<file path="src/rtl/lsu_sequencer.sv">
// rtl/lsu_sequencer.sv - load/store sequencer driving the core memory bus interface stage
// Optional issue timeout enabled by defining LSU_TIMEOUT_EN.
module lsu_sequencer #(
  parameter int DataWidth     = 32,
  parameter int AddressWidth  = 32,
  parameter int TimeoutCycles = 256
) (
  input  logic                    clk,
  input  logic                    rst_n,
  input  logic                    req_valid,
  output logic                    req_ready,
  input  logic                    req_write,
  input  logic [2:0]              req_funct3,
  input  logic [AddressWidth-1:0] req_addr,
  input  logic [DataWidth-1:0]    req_wdata,
  input  logic                    flush,
  output logic                    resp_valid,
  output logic [DataWidth-1:0]    resp_rdata,
  output logic [1:0]              resp_cause,
  output logic [AddressWidth-1:0] mi_address,
  output logic [2:0]              mi_sign_size,
  output logic                    mi_rd,
  output logic                    mi_wr,
  output logic [DataWidth-1:0]    mi_data_in,
  input  logic [DataWidth-1:0]    mi_data_out,
  input  logic                    mi_malign,
  input  logic                    mi_complete_read,
  input  logic                    mi_complete_write,
  input  logic                    mi_hit
);

  typedef enum logic [1:0] {
    IDLE  = 2'd0,
    ISSUE = 2'd1,
    WAIT  = 2'd2
  } state_e;

  localparam logic [1:0] CauseOk       = 2'd0;
  localparam logic [1:0] CauseMisalign = 2'd1;
  localparam logic [1:0] CauseFault    = 2'd2;

  state_e                  state_q, state_d;
  logic                    write_q, write_d;
  logic [2:0]              funct3_q, funct3_d;
  logic [AddressWidth-1:0] addr_q, addr_d;
  logic [DataWidth-1:0]    wdata_q, wdata_d;
  logic                    resp_valid_q, resp_valid_d;
  logic [DataWidth-1:0]    resp_rdata_q, resp_rdata_d;
  logic [1:0]              resp_cause_q, resp_cause_d;

`ifdef LSU_TIMEOUT_EN
  localparam int CntW = $clog2(TimeoutCycles + 1);
  localparam logic [CntW-1:0] CntLast = CntW'(TimeoutCycles - 1);
  localparam logic [1:0] CauseTimeout = 2'd3;

  logic [CntW-1:0] cnt_q, cnt_d;
`endif

  always_comb begin
    state_d      = state_q;
    write_d      = write_q;
    funct3_d     = funct3_q;
    addr_d       = addr_q;
    wdata_d      = wdata_q;
    resp_valid_d = 1'b0;
    resp_rdata_d = resp_rdata_q;
    resp_cause_d = resp_cause_q;
`ifdef LSU_TIMEOUT_EN
    cnt_d        = cnt_q;
`endif

    case (state_q)
      IDLE: begin
        if (req_valid) begin
          write_d  = req_write;
          funct3_d = req_funct3;
          addr_d   = req_addr;
          wdata_d  = req_wdata;
          state_d  = ISSUE;
`ifdef LSU_TIMEOUT_EN
          cnt_d    = '0;
`endif
        end
      end

      ISSUE: begin
        if (flush) begin
          state_d = IDLE;
        end else if (mi_malign) begin
          state_d      = IDLE;
          resp_valid_d = 1'b1;
          resp_cause_d = CauseMisalign;
          resp_rdata_d = '0;
        end else if (mi_complete_read || mi_complete_write) begin
          state_d = WAIT;
        end
`ifdef LSU_TIMEOUT_EN
        else if (cnt_q == CntLast) begin
          state_d      = IDLE;
          resp_valid_d = 1'b1;
          resp_cause_d = CauseTimeout;
          resp_rdata_d = '0;
        end else begin
          cnt_d = cnt_q + 1'b1;
        end
`endif
      end

      WAIT: begin
        // The bus transfer already happened; flush here only suppresses the response.
        state_d = IDLE;
        if (!flush) begin
          resp_valid_d = 1'b1;
          resp_cause_d = mi_hit ? CauseOk : CauseFault;
          resp_rdata_d = (!write_q && mi_hit) ? mi_data_out : '0;
        end
      end

      default: state_d = IDLE;
    endcase
  end

  always_ff @(posedge clk or negedge rst_n) begin
    if (!rst_n) begin
      state_q      <= IDLE;
      write_q      <= 1'b0;
      funct3_q     <= '0;
      addr_q       <= '0;
      wdata_q      <= '0;
      resp_valid_q <= 1'b0;
      resp_rdata_q <= '0;
      resp_cause_q <= '0;
    end else begin
      state_q      <= state_d;
      write_q      <= write_d;
      funct3_q     <= funct3_d;
      addr_q       <= addr_d;
      wdata_q      <= wdata_d;
      resp_valid_q <= resp_valid_d;
      resp_rdata_q <= resp_rdata_d;
      resp_cause_q <= resp_cause_d;
    end
  end

`ifdef LSU_TIMEOUT_EN
  always_ff @(posedge clk or negedge rst_n) begin
    if (!rst_n) begin
      cnt_q <= '0;
    end else begin
      cnt_q <= cnt_d;
    end
  end
`endif

  assign req_ready    = (state_q == IDLE);
  assign mi_address   = addr_q;
  assign mi_sign_size = funct3_q;
  assign mi_data_in   = wdata_q;
  assign mi_rd        = (state_q == ISSUE) && !write_q && !flush;
  assign mi_wr        = (state_q == ISSUE) && write_q && !flush;
  assign resp_valid   = resp_valid_q;
  assign resp_rdata   = resp_rdata_q;
  assign resp_cause   = resp_cause_q;

endmodule

</file>
<file path="config.mk">
export PLATFORM = sky130hd
export DESIGN_NAME = lsu_sequencer
export DESIGN_NICKNAME = d
export VERILOG_FILES = /design/src/rtl/lsu_sequencer.sv
export SDC_FILE = /design/constraint.sdc
export NUM_CORES = 1
export LEC_CHECK = 0
export ABC_CLOCK_PERIOD_IN_PS = 2200
export CORE_MARGIN = 10
export CORE_UTILIZATION = 40
export CTS_CLUSTER_DIAMETER = 60
export DETAILED_ROUTE_END_ITERATION = 12
export PLACE_DENSITY_LB_ADDON = 0.2
export SYNTH_ARGS = -nofsm -noshare
export SYNTH_HDL_FRONTEND = slang
export SYNTH_SLANG_ARGS = --single-unit
</file>
<file path="constraint.sdc">
create_clock -name clk -period 2.2 [get_ports clk]
set_clock_uncertainty 0.1 [all_clocks]
set_input_delay 0.44 -clock clk [delete_from_list [all_inputs] [get_ports clk]]
set_output_delay 0.44 -clock clk [all_outputs]
set_load 0.005 [all_outputs]
</file>
Yosys cells after proc, flatten, opt, wreduce, memory -nomap -nowiden
Index checks and enable logic that the tools add are counted.
{ "classes": {"eq_ne": 7, "n_mul": 0, "shifts": 0, "div": 0, "muxes": 19, "magnitude_cmp": 0, "bitwise": 0, "n_addsub": 0, "n_reduce_logical": 13} }
{ "ops": {"columns": ["cell", "n"], "rows": [
  ["2-to-1 mux 32 bit", 4],
  ["one-hot mux 32 bit (2 select lines)", 1],
  ["2-to-1 mux 2 bit", 8],
  ["!= test 2 bit (second input constant)", 4],
  ["one-hot mux 2 bit (2 select lines)", 2],
  ["logical AND 1 bit", 5],
  ["!= test 4 bit (second input constant)", 1],
  ["AND reduction 2 bit", 2],
  ["AND reduction 4 bit", 1],
  ["2-to-1 mux 1 bit", 3],
  ["equality test 2 x 1 -> 1 bit (second input constant)", 1],
  ["equality test 2 bit (second input constant)", 1],
  ["logical NOT 1 bit", 2],
  ["logical NOT 2 bit", 1],
  ["one-hot mux 1 bit (2 select lines)", 1],
  ["nonzero test 2 bit", 1],
  ["logical OR 1 bit", 1]
]} }
{ "totals": {"elab_cells": 47, "output_inout_bits": 105, "ramBits": 0, "romBits": 0, "latch_bits": 0, "input_bits": 108, "memories": 0, "regBits": 105} }

Logic depth before layout (Yosys ltp)
{ "logic_depth": {"word_depth": 5, "ltp_mapped": 7, "ltp_nobuf": 5} }

Worst setup path after synthesis
No wires, ideal clock.
{ "synth_timing": {"path_type": "register to register", "from": "register state_q[1]", "to": "register resp_cause_q[1], in the netlist resp_cause[1]", "required_time_ps": 1975, "path_buffers": 0, "path_stages_with_launch": 6, "slack_ps": 534, "t_arrival_ps": 1441, "synth_period_minus_slack_ps": 1666, "setup_ps": 125, "path_cell_list": "dfrtp_1 -> inv_1 -> ha_1 -> mux2_4 -> nand2_4 -> mux2_4"} }
{ "synth_via": {"elab_chain_len": 3, "word_cells_on_any_way": 8, "classes_between": "5 x eq/ne; 1 x mux; 2 x reduce/logical"} }
{ "synth_lines": {"columns": ["element", "line_no", "text"], "rows": [
  ["start, declared", "42", "state_e state_q, state_d;"],
  ["start signal, assigned", "134", "state_q <= state_d;"],
  ["equality test 2 x 1 -> 1 bit or equality test 2 bit (tied branches)", "72", "case (state_q)"],
  ["!= test 2 bit (no line) or nonzero test 2 bit (tied branches)", null, null],
  ["AND reduction 4 bit (no line)", null, null],
  ["end signal, assigned", "141", "resp_cause_q <= resp_cause_d;"],
  ["end, declared", "49", "logic [1:0] resp_cause_q, resp_cause_d;"]
]} }
Several ways; a longest one is shown, not always the timed one.
A chain may end at the register's enable or synchronous reset.

Worst setup path in the final report
{ "layout_timing": {"from": "register state_q[1]", "to": "output port mi_rd"} }
{ "layout_via": {"elab_chain_len": 3} }
{ "layout_lines": {"columns": ["element", "line_no", "text"], "rows": [
  ["equality test 2 x 1 -> 1 bit", "159", "assign mi_rd = (state_q == ISSUE) && !write_q && !flush;"],
  ["logical AND 1 bit (2 in a row)", "159", null],
  ["end, declared", "22", "output logic mi_rd,"]
]} }
No other way between the ends.

==> results.toml <==
[status]
status = "finished, violations left"
violations = "hold timing"

[detailed_routing]
via_per_inst = 4.91
drtAntennaViolNets = 0
routed_wl_mm = 13.0
first_pass_iters = 4
drcViolationCount = 0
drt_iter0_markers = 150
avgRoutedWirePerCell_um = 19.8
via_count = 3216

[global_routing]
grt_first_pass_wirelength_mm = 20.2
track_usage_pct = 16.2
grt_max_degree = 106
grt_overflow = 0
grt_pass1_vias = 3647
antenna_found_initial = 0

[setup_path]
cp-start-kind = "register"
regToRegSetupSlack_ps = 250
worstSetupPathType = "register to output pin"
cp_data_required_time_ps = 1660
path_cells = "inv_2, ha_2, nor2b_4, nor2b_1, dlygate4sd2_1"
slowest_delay_ps = 410
crit_arrival_ps = 1560
cpMaxStageDelayCell = "dfrtp_1"
rr_worst_depth = 6
worst_r2r_startpoint = "state_q[0]$_DFFE_PN0P_"
crit_fanout = 3
cp-end-kind = "output pin"
r2r_end = "resp_cause[1]$_DFFE_PN0P_"

[clock_network]
cts.sinks = 105
cts_buffers = 9
cts_tree = "yes"
clock_path_buffers = 2
clkTransAtPathRegs_ps = 100
htreeDepth = 3
clk_latency_ps = 380
cts-root-buf = "clkbuf_8"

[finish]
layout_commonest_cell = "clkdlybuf4s50_1"
area.growth.synth_to_final_pct = 58.9
drive_above_1_share_pct = 23.1
antennaDiodeCount = 0
final_cell_mix = "clkdlybuf4s50_1 (208), dfrtp_1 (104), mux2_2 (48), nand4_1 (32), a21bo_1 (30)"
fillers = 863
design_area_um2 = 7010
nets = 624
final_cell_count_no_fill = 655

[synth]
synth_area_um2 = 4410
syn_inst = 286
ys_seq_area_share_pct = 59.6
synth_seq_cells = 105
yosysUniqueCellTypes = 24
syn_area_per_cell_um2 = 15.4
yosysWarningCount = 0
synth_fp_nets = 399

[floorplanning]
die_w_um = 125
rows = 38
design.die.area_um2 = 15600
start_util_pct = 40.8
core_area_um2 = 10800
num_io_pins = 213
dieHeight_um = 125

[sta]
rsz0062_at_grt = "false"
relSlewSlack_pct = 59.8
slew_viol_final = 0
min_period_ps = 2100
hold_viol = 5
whs_ps = -30.9
finalCritPeriodShare_pct = 95.3
tightestPinTransition_ps = 602
setup_viol = 0
max_freq_mhz = 477

[place]
place_congestion = 0.767
dp.cells = 630
hpwl_mm = 9.77
io_buffer_count = 212
place_area_um2 = 6700

[power]
leakagePower_uw = 0.00330
power_uw = 7860
peakVddDrop_uv = 814
powerDensity_nw_per_um2 = 1120

[worst_hold_path]
worstHoldPathType = "input pin to async pin"

[job]
maxCapViolations = 0
[worst max-delay path, delay by kind of cell, from the launching register on]
| kind | cells | cell delay [ps] |
|---|---|---|
| simple gates | 2 | 270 |
| flops | 1 | 410 |
| buf+inv | 2 | 330 |
| fa+ha+maj | 1 | 180 |
[sequential cells by signal (all words and copies together), names as in the netlist]
signal and count:
mi_data_in 32, resp_cause 2, mi_address 32, resp_valid 1, mi_sign_size 3, resp_rdata 32
state_q 2, write_q 1
[report_power, final]
group | switching, µW | total [µW] | internal, µW
Combinational | 1260 | 3640 | 2380
Clock | 631 | 1220 | 584
Sequential | 373 | 3000 | 2630
[per-stage QoR]
stage          setup WS, ps  utilization, %  TNS, ps
6_report                102            64.9        0
5_1_grt                8.10            64.9        0
4_1_cts                -145            64.1     -288
3_5_place_dp          -45.6            62.1    -45.6
3_3_place_gp          -22.7            62.1    -22.7
2_1_floorplan           534               -        0
[Yosys cell counts]
cell type	instances	area share, %
a21bo_2	2	0.45
mux2i_1	2	0.45
a311oi_1	1	0.20
nand4_1	32	4.5
ha_1	5	1.4
nand2_1	1	0.085
inv_1	3	0.26
buf_6	9	2.3
nor3_1	1	0.11
a21oi_1	3	0.34
nor2_1	1	0.085
dfrtp_1	105	60
or3b_2	1	0.20
mux2_2	48	12
mux2_4	22	7.5
nor2b_1	4	0.57
buf_4	6	1.0
nor3b_1	1	0.17
and3b_1	1	0.20
o21ai_4	1	0.37
nand2_4	1	0.26
a21bo_1	30	6.8
buf_2	5	0.57
and3b_2	1	0.23
[metal layers]
metal / routed length, µm / global-route usage, %
met5: 0 / 0
met4: 179 / 4.27
met3: 1340 / 9.46
met2: 6530 / 27.4
met1: 4940 / 16.7
[worst max path at each step]
stage	end	from	slack, ps
floorplan	resp_cause[1]$_DFFE_PN0P_	state_q[1]$_DFFE_PN0P_	530
global route	mi_rd	state_q[1]$_DFFE_PN0P_	8
global placement	mi_rd	flush	-20
detailed placement	mi_rd	flush	-50
CTS	req_ready	state_q[0]$_DFFE_PN0P_	-150
finish	mi_rd	state_q[1]$_DFFE_PN0P_	100
[kinds of logic (layout without fill, tap and decap cells)]
group	after synthesis	count (layout)	synth area share [%]
muxes	72	72	20.2
buffers and inverters	23	252	4.14
and+or+nand+nor	44	44	6.44
DFF	105	105	59.6
adders and majority gates	5	5	1.42
AOI/OAI and AO/OA	37	37	8.17
[repair_timing]
| action | in CTS | in global routing |
|---|---|---|
| gates resized for setup | 5 | 6 |
| buffers inserted | 1 | 9 |
| pin swaps | 0 | 1 |
| endpoints found under the setup margin | 3 | 17 |
| hold buffers | 0 | 0 |
[cell type report]
type                       count  area (µm²)  share of cell area, %
tap                          140         175                   2.50
clock inverter                 2        37.5                  0.536
sequential                   105        2630                   37.5
clock buffer                  13         159                   2.27
inverter                       3        11.3                  0.161
multi-input combinational    158        1630                   23.3
timing repair buffer         234        2360                   33.7
(Power assumes the default switching activity.)
